--- src/rtl/store_buffer_if.sv ---
// store_buffer_if
// Bundles the store-side, memory-side and load-probe signals of the store
// buffer so the buffer and its neighbours connect through one port.
//   DEPTH       : FIFO entries (power of two, >= 2); sets the width of count.
//   master      : the core/memory side (drives stores, mem_ack, ld_addr).
//   slave       : the store buffer itself.
// Handshakes:
//   store side  : a store is taken on a rising edge where st_valid && st_ready
//                 and the size/alignment is legal; st_ready depends only on
//                 the registered count, never on st_valid.
//   memory side : an entry retires on a rising edge where mem_req && mem_ack;
//                 mem_addr/mem_wdata/mem_wstrb stay stable while mem_req is
//                 high and mem_ack is low. mem_ack is ignored when mem_req is low.
interface store_buffer_if #(
  parameter int DEPTH = 4
);
  localparam int CW = $clog2(DEPTH) + 1;

  logic          st_valid;
  logic [31:0]   st_addr;
  logic [31:0]   st_data;
  logic          sb_en;
  logic          sh_en;
  logic          sw_en;
  logic          st_ready;
  logic          st_misalign;
  logic          mem_req;
  logic [31:0]   mem_addr;
  logic [31:0]   mem_wdata;
  logic [3:0]    mem_wstrb;
  logic          mem_ack;
  logic [31:0]   ld_addr;
  logic          ld_hazard;
  logic          empty;
  logic [CW-1:0] count;

  modport master (
    output st_valid, st_addr, st_data, sb_en, sh_en, sw_en, mem_ack, ld_addr,
    input  st_ready, st_misalign, mem_req, mem_addr, mem_wdata, mem_wstrb,
           ld_hazard, empty, count
  );

  modport slave (
    input  st_valid, st_addr, st_data, sb_en, sh_en, sw_en, mem_ack, ld_addr,
    output st_ready, st_misalign, mem_req, mem_addr, mem_wdata, mem_wstrb,
           ld_hazard, empty, count
  );
endinterface

--- src/rtl/store_buffer.sv ---
// store_buffer
// Posted-write buffer between execute and the data-memory write port. Each
// legal store is placed into its word lane with a byte strobe and queued in
// a DEPTH-entry FIFO; a two-state drain FSM retires entries over req/ack.
// Ports:
//   clk          : rising-edge clock
//   rst          : synchronous, active-high reset
//   bus          : store_buffer_if.slave (store, memory and load-probe signals)
//   dbg_state_o  : drain FSM state (0 = IDLE, 1 = ISSUE)
// Optional feature: define STORE_BUF_LD_HAZARD_EN to build one address
// comparator per entry driving ld_hazard; otherwise ld_hazard is tied 0.
module store_buffer #(
  parameter int DEPTH = 4
) (
  input  logic           clk,
  input  logic           rst,
  store_buffer_if.slave  bus,
  output logic           dbg_state_o
);
  localparam int PTR_W = $clog2(DEPTH);
  localparam int CW    = PTR_W + 1;
  localparam logic [CW-1:0] DEPTH_C = CW'(DEPTH);

  typedef enum logic {IDLE = 1'b0, ISSUE = 1'b1} state_e;

  state_e             state_q, state_d;
  logic [29:0]        addr_q [DEPTH];
  logic [31:0]        data_q [DEPTH];
  logic [3:0]         strb_q [DEPTH];
  logic [PTR_W-1:0]   wr_ptr_q, wr_ptr_d, rd_ptr_q, rd_ptr_d;
  logic [CW-1:0]      count_q, count_d;
  logic               empty_q;
  logic               misalign_q, misalign_d;
  logic               st_ready, legal, push, pop;
  logic [31:0]        lane_data;
  logic [3:0]         lane_strb;
  logic [4:0]         shamt;

  // Store acceptance and lane placement
  always_comb begin
    st_ready   = (count_q < DEPTH_C);
    legal      = $onehot({bus.sb_en, bus.sh_en, bus.sw_en}) &&
                 (bus.sb_en ||
                  (bus.sh_en && !bus.st_addr[0]) ||
                  (bus.sw_en && (bus.st_addr[1:0] == 2'b00)));
    push       = bus.st_valid && st_ready && legal;
    misalign_d = bus.st_valid && st_ready && !legal;
    pop        = (state_q == ISSUE) && bus.mem_ack;

    shamt      = {bus.st_addr[1:0], 3'b000};
    lane_data  = '0;
    lane_strb  = '0;
    if (bus.sw_en) begin
      lane_data = bus.st_data;
      lane_strb = 4'b1111;
    end else if (bus.sh_en) begin
      lane_data = {16'h0000, bus.st_data[15:0]} << shamt;
      lane_strb = 4'b0011 << bus.st_addr[1:0];
    end else if (bus.sb_en) begin
      lane_data = {24'h000000, bus.st_data[7:0]} << shamt;
      lane_strb = 4'b0001 << bus.st_addr[1:0];
    end
  end

  // Pointer/count bookkeeping and drain FSM
  always_comb begin
    wr_ptr_d = push ? wr_ptr_q + PTR_W'(1) : wr_ptr_q;
    rd_ptr_d = pop  ? rd_ptr_q + PTR_W'(1) : rd_ptr_q;
    count_d  = count_q;
    case ({push, pop})
      2'b10:   count_d = count_q + CW'(1);
      2'b01:   count_d = count_q - CW'(1);
      default: count_d = count_q;
    endcase

    state_d = state_q;
    case (state_q)
      IDLE:    if (count_q != '0) state_d = ISSUE;
      // count_d already accounts for a push in the same cycle as the pop
      ISSUE:   if (pop && (count_d == '0)) state_d = IDLE;
      default: state_d = IDLE;
    endcase
  end

  always_ff @(posedge clk) begin
    if (rst) begin
      state_q    <= IDLE;
      wr_ptr_q   <= '0;
      rd_ptr_q   <= '0;
      count_q    <= '0;
      empty_q    <= 1'b1;
      misalign_q <= 1'b0;
    end else begin
      state_q    <= state_d;
      wr_ptr_q   <= wr_ptr_d;
      rd_ptr_q   <= rd_ptr_d;
      count_q    <= count_d;
      empty_q    <= (count_d == '0);
      misalign_q <= misalign_d;
    end
  end

  // Entry storage needs no reset: validity is tracked by the pointers/count
  always_ff @(posedge clk) begin
    if (!rst && push) begin
      addr_q[wr_ptr_q] <= bus.st_addr[31:2];
      data_q[wr_ptr_q] <= lane_data;
      strb_q[wr_ptr_q] <= lane_strb;
    end
  end

  // Memory side is driven from the head entry only while issuing
  always_comb begin
    bus.mem_req   = (state_q == ISSUE);
    bus.mem_addr  = '0;
    bus.mem_wdata = '0;
    bus.mem_wstrb = '0;
    if (state_q == ISSUE) begin
      bus.mem_addr  = {addr_q[rd_ptr_q], 2'b00};
      bus.mem_wdata = data_q[rd_ptr_q];
      bus.mem_wstrb = strb_q[rd_ptr_q];
    end
  end

  assign bus.st_ready    = st_ready;
  assign bus.st_misalign = misalign_q;
  assign bus.count       = count_q;
  assign bus.empty       = empty_q;
  assign dbg_state_o     = state_q;

`ifdef STORE_BUF_LD_HAZARD_EN
  logic             hazard;
  logic [PTR_W-1:0] rel;
  logic             unused_ld_lo;

  // An entry is live when its distance from the read pointer is below count
  always_comb begin
    hazard = 1'b0;
    rel    = '0;
    for (int i = 0; i < DEPTH; i++) begin
      rel = PTR_W'(i) - rd_ptr_q;
      if (({1'b0, rel} < count_q) && (addr_q[i] == bus.ld_addr[31:2]))
        hazard = 1'b1;
    end
  end

  assign bus.ld_hazard = hazard;
  assign unused_ld_lo  = ^bus.ld_addr[1:0];
`else
  logic unused_ld;
  assign bus.ld_hazard = 1'b0;
  assign unused_ld     = ^bus.ld_addr;
`endif
endmodule

--- src/flat_wrapper.sv ---
// flat-port wrapper written by rule: the top's interface ports become plain ports
module store_buffer_flat 
#(
  parameter int DEPTH = 4
)
  (clk, rst, dbg_state_o, bus_st_valid, bus_st_addr, bus_st_data, bus_sb_en, bus_sh_en, bus_sw_en, bus_mem_ack, bus_ld_addr, bus_st_ready, bus_st_misalign, bus_mem_req, bus_mem_addr, bus_mem_wdata, bus_mem_wstrb, bus_ld_hazard, bus_empty, bus_count);
  store_buffer_if #(.DEPTH(DEPTH)) bus_i ();
  input  logic clk;
  input  logic rst;
  output logic dbg_state_o;
  input wire logic [$bits(bus_i.st_valid)-1:0] bus_st_valid;
  input wire logic [$bits(bus_i.st_addr)-1:0] bus_st_addr;
  input wire logic [$bits(bus_i.st_data)-1:0] bus_st_data;
  input wire logic [$bits(bus_i.sb_en)-1:0] bus_sb_en;
  input wire logic [$bits(bus_i.sh_en)-1:0] bus_sh_en;
  input wire logic [$bits(bus_i.sw_en)-1:0] bus_sw_en;
  input wire logic [$bits(bus_i.mem_ack)-1:0] bus_mem_ack;
  input wire logic [$bits(bus_i.ld_addr)-1:0] bus_ld_addr;
  output wire logic [$bits(bus_i.st_ready)-1:0] bus_st_ready;
  output wire logic [$bits(bus_i.st_misalign)-1:0] bus_st_misalign;
  output wire logic [$bits(bus_i.mem_req)-1:0] bus_mem_req;
  output wire logic [$bits(bus_i.mem_addr)-1:0] bus_mem_addr;
  output wire logic [$bits(bus_i.mem_wdata)-1:0] bus_mem_wdata;
  output wire logic [$bits(bus_i.mem_wstrb)-1:0] bus_mem_wstrb;
  output wire logic [$bits(bus_i.ld_hazard)-1:0] bus_ld_hazard;
  output wire logic [$bits(bus_i.empty)-1:0] bus_empty;
  output wire logic [$bits(bus_i.count)-1:0] bus_count;
  assign bus_i.st_valid = bus_st_valid;
  assign bus_i.st_addr = bus_st_addr;
  assign bus_i.st_data = bus_st_data;
  assign bus_i.sb_en = bus_sb_en;
  assign bus_i.sh_en = bus_sh_en;
  assign bus_i.sw_en = bus_sw_en;
  assign bus_i.mem_ack = bus_mem_ack;
  assign bus_i.ld_addr = bus_ld_addr;
  assign bus_st_ready = bus_i.st_ready;
  assign bus_st_misalign = bus_i.st_misalign;
  assign bus_mem_req = bus_i.mem_req;
  assign bus_mem_addr = bus_i.mem_addr;
  assign bus_mem_wdata = bus_i.mem_wdata;
  assign bus_mem_wstrb = bus_i.mem_wstrb;
  assign bus_ld_hazard = bus_i.ld_hazard;
  assign bus_empty = bus_i.empty;
  assign bus_count = bus_i.count;
  store_buffer #(.DEPTH(DEPTH)) u_core (.clk(clk), .rst(rst), .bus(bus_i), .dbg_state_o(dbg_state_o));
endmodule
--- config.mk ---
export PLATFORM = sky130hd
export DESIGN_NAME = store_buffer_flat
export DESIGN_NICKNAME = d
export VERILOG_FILES = /design/src/rtl/store_buffer_if.sv /design/src/rtl/store_buffer.sv /design/src/flat_wrapper.sv
export SDC_FILE = /design/constraint.sdc
export NUM_CORES = 1
export LEC_CHECK = 0
export CAP_MARGIN = 25
export CORE_MARGIN = 4
export CORE_UTILIZATION = 40
export CTS_CLUSTER_SIZE = 30
export DETAILED_ROUTE_END_ITERATION = 10
export GPL_TIMING_DRIVEN = 0
export HOLD_SLACK_MARGIN = 0.03
export PLACE_DENSITY = 0.63
export SLEW_MARGIN = 20
export SYNTH_ARGS = -nofsm -noshare
export SYNTH_HDL_FRONTEND = slang
export SYNTH_SLANG_ARGS = --single-unit
--- constraint.sdc ---
create_clock -name clk -period 10.2 [get_ports clk]
set_input_delay 2.04 -clock clk [delete_from_list [all_inputs] [get_ports clk]]
set_output_delay 2.04 -clock clk [all_outputs]
set_load 0.005 [all_outputs]
==> impl_metrics.yaml <==
yosys:
  avgSynthCellArea_um2: 18.85
  synth_area_mm2: 0.01127
  async_reset_ff_share_pct: 0
  ys_types: 41
  synthTopCellsByArea: "edfxtp_1, mux4_2, and2_1"
  synth_edf_count: 264
  syn_inst: 598
  ys_seq_area_share_pct: 72.44
  yosys_warnings: 0
  synth_top_area_share_pct: 70.31
  yosysTopAreaCell: "edfxtp_1"
  synth_ff_type: "edfxtp_1"
  synth.ff_latch_count: 276
clocking:
  cts-htree-levels: 1
  clkLatencyLatePin_ns: 0.52
  cts_made_buffers: 29
  cts_hold_buf: 0
  cts_buffer_depth: 3
  cts_setup_buffers: 0
  clock_sinks: 276
  clk_pin_slew_worst_paths_ns: 0.06
  post_cts_resized: 0
  cts_tree: "built"
  root_buffer: "clkbuf_16"
finish:
  fill_cells: 2339
  syn_to_final_growth_pct: 25.67
  final_cell_mix: "edfxtp_1, clkdlybuf4s50_1, mux4_2, and2_1, clkbuf_16"
  final_layout_size_suffix_gt1_share_pct: 17.13
  final_common_cell: "edfxtp_1"
  finalNetCount: 893
  n_antenna_cell: 0
placement:
  numPortBuffers: 144
  place_hpwl_um: 15920
  gp_congestion: 0.8301
global_routing:
  grt_usage_pct: 15.37
  grt_overflow: 0
  grt_max_degree: 35
  grt_antenna_before_repair: 0
  grt_pass1_vias: 6508
  grt_pass1_wl_um: 37300
pwr:
  ir_worst_vdd_uv: 145.5
  p_per_area_mw_per_mm2: 191.8
  p_leak_nw: 4.564
drt:
  dr.first_iter.drc_count: 433
  vias: 6051
  first_pass_iters: 5
  drt_wl_total_um: 23800
  antenna_left: 0
  routedWlPerCell_um: 20.20
  route.detailed.drc: 0
  viasPerCell: 5.137
run_status:
  status: "complete, no violations"
floorplanning:
  die-width_um: 175.9
  core_area_mm2: 0.02778
  die_area_mm2: 0.03094
  rows: 61
  dieHeight_um: 175.9
  num_io_pins: 180
  initial_core_util_pct: 40.58
timing:
  fin_setup_tns_ns: 0
  worst_pin_slew_ns: 0.6601
  drv_slew: 0
  rsz0062_at_grt: "no"
  maxSlewHeadroom_pct: 55.99
  fin_crit_ns: 4.798
  hold_slack_ns: 0.5226
  finalSetupViolations: 0
  worst_clock_skew_ns: 0.01059
  min_period_over_period_pct: 47.04
  hold_viol: 0
  fmax_mhz: 208.4
worst_setup_path:
  crit_arrival_ns: 5.19
  cp-end-kind: "register"
  cp-start-kind: "input port"
  path_class: "in2reg"
  crit_fanout: 10
  cp.required_ns: 10.59
min_path:
  hold_class: "reg2reg"
run:
  cap_viol_max_count: 0
[cells by family (layout without fill, tap and decap cells)]
family | count (synthesis) | in the layout | share of synthesized area (%)
compound gates | 57 | 57 | 3.596
mux | 69 | 69 | 13.46
buf+inv | 52 | 252 | 2.330
xor+xnor | 4 | 4 | 0.3107
fa+ha+maj | 11 | 11 | 1.354
flops | 276 | 276 | 72.44
simple gates | 128 | 128 | 6.470
other cells | 1 | 3 | 0.03326
[layer usage]
metal / GRT usage (%) / wire (µm)
met1: 20.93 / 10040
met2: 26.23 / 11820
met3: 2.820 / 1507
met4: 3.119 / 431
met5: 0 / 0
[power breakdown]
group | switching (mW) | internal, mW
combinational | 0.197 | 0.272
clock | 0.406 | 0.567
sequential | 0.0150 | 1.26
total | 0.618 | 2.10
[worst max-delay path: stages]
cell and delay (ns):
clkdlybuf4s50_1 0.67, clkbuf_1 0.40, inv_1 0.14, ha_1 0.23
nand2_1 0.16, a311oi_2 0.17, inv_1 0.09, ha_1 0.17
inv_1 0.06, fa_1 0.38, xor2_1 0.26, mux2i_1 0.30
a31oi_1 0.11
[layout make-up]
type / count / area, µm² / area share, %
buffer: 38 / 210.2 / 1.484
multi-input combinational: 272 / 2861 / 20.20
inverter: 14 / 52.55 / 0.3709
sequential: 276 / 8168 / 57.65
timing repair buffer: 148 / 1521 / 10.74
clock buffer: 32 / 737.0 / 5.201
tap: 378 / 473.0 / 3.338
clock inverter: 20 / 145.1 / 1.024
[state kept, by name, summed over array words and instances (netlist names), named ones only]
name	flops
u_core.data_q	128
u_core.addr_q	120
u_core.strb_q	16
u_core.bus.count	3
u_core.rd_ptr_q	2
u_core.wr_ptr_q	2
u_core.bus.empty	1
u_core.bus.mem_req	1
u_core.bus.st_misalign	1
[path summary, 6_finish.rpt]
check / end / slack [ns] / cells after the start / startpoint
setup / recovery: u_core.bus.mem_req$_SDFF_PP0_ / 5.40 / 13 / bus_st_addr[0]
hold reg to reg: u_core.wr_ptr_q[1]$_SDFFE_PP0P_ / 0.52 / 2 / u_core.wr_ptr_q[1]$_SDFFE_PP0P_
hold / removal: u_core.wr_ptr_q[1]$_SDFFE_PP0P_ / 0.52 / 2 / u_core.wr_ptr_q[1]$_SDFFE_PP0P_
setup reg to reg: u_core.bus.mem_req$_SDFF_PP0_ / 7.42 / 9 / u_core.bus.mem_req$_SDFF_PP0_
[metrics by stage]
step | std cells | total power, mW | utilization, % | setup slack, ns | instance area (µm²)
after floorplan | 600 | 1.535 | - | 4.939 | 11280
after global placement | 1122 | 1.774 | 47.50 | 3.023 | 13200
after detailed placement | 1126 | 1.783 | 47.82 | 4.884 | 13290
after CTS | 1178 | 2.756 | 51.00 | 5.256 | 14170
after global routing | 1178 | 2.845 | 51.00 | 5.198 | 14170
final | 1178 | 2.718 | 51.00 | 5.402 | 14170
[synth_stat cells, drive strengths merged (2+ instances only)]
master / instances
edfxtp: 264
and2: 70
mux4: 66
nand2: 25
buf: 21
o21ai: 19
clkbuf: 17
a32oi: 15
inv: 14
dfxtp: 12
ha: 9
nor2: 9
nor2b: 9
a22o: 8
a21oi: 4
nand2b: 4
xor2: 4
a31oi: 3
a21o: 2
a311oi: 2
and2b: 2
and3b: 2
fa: 2
mux2i: 2
nand3: 2
or3b: 2
Power figures use the tool's default switching activity.
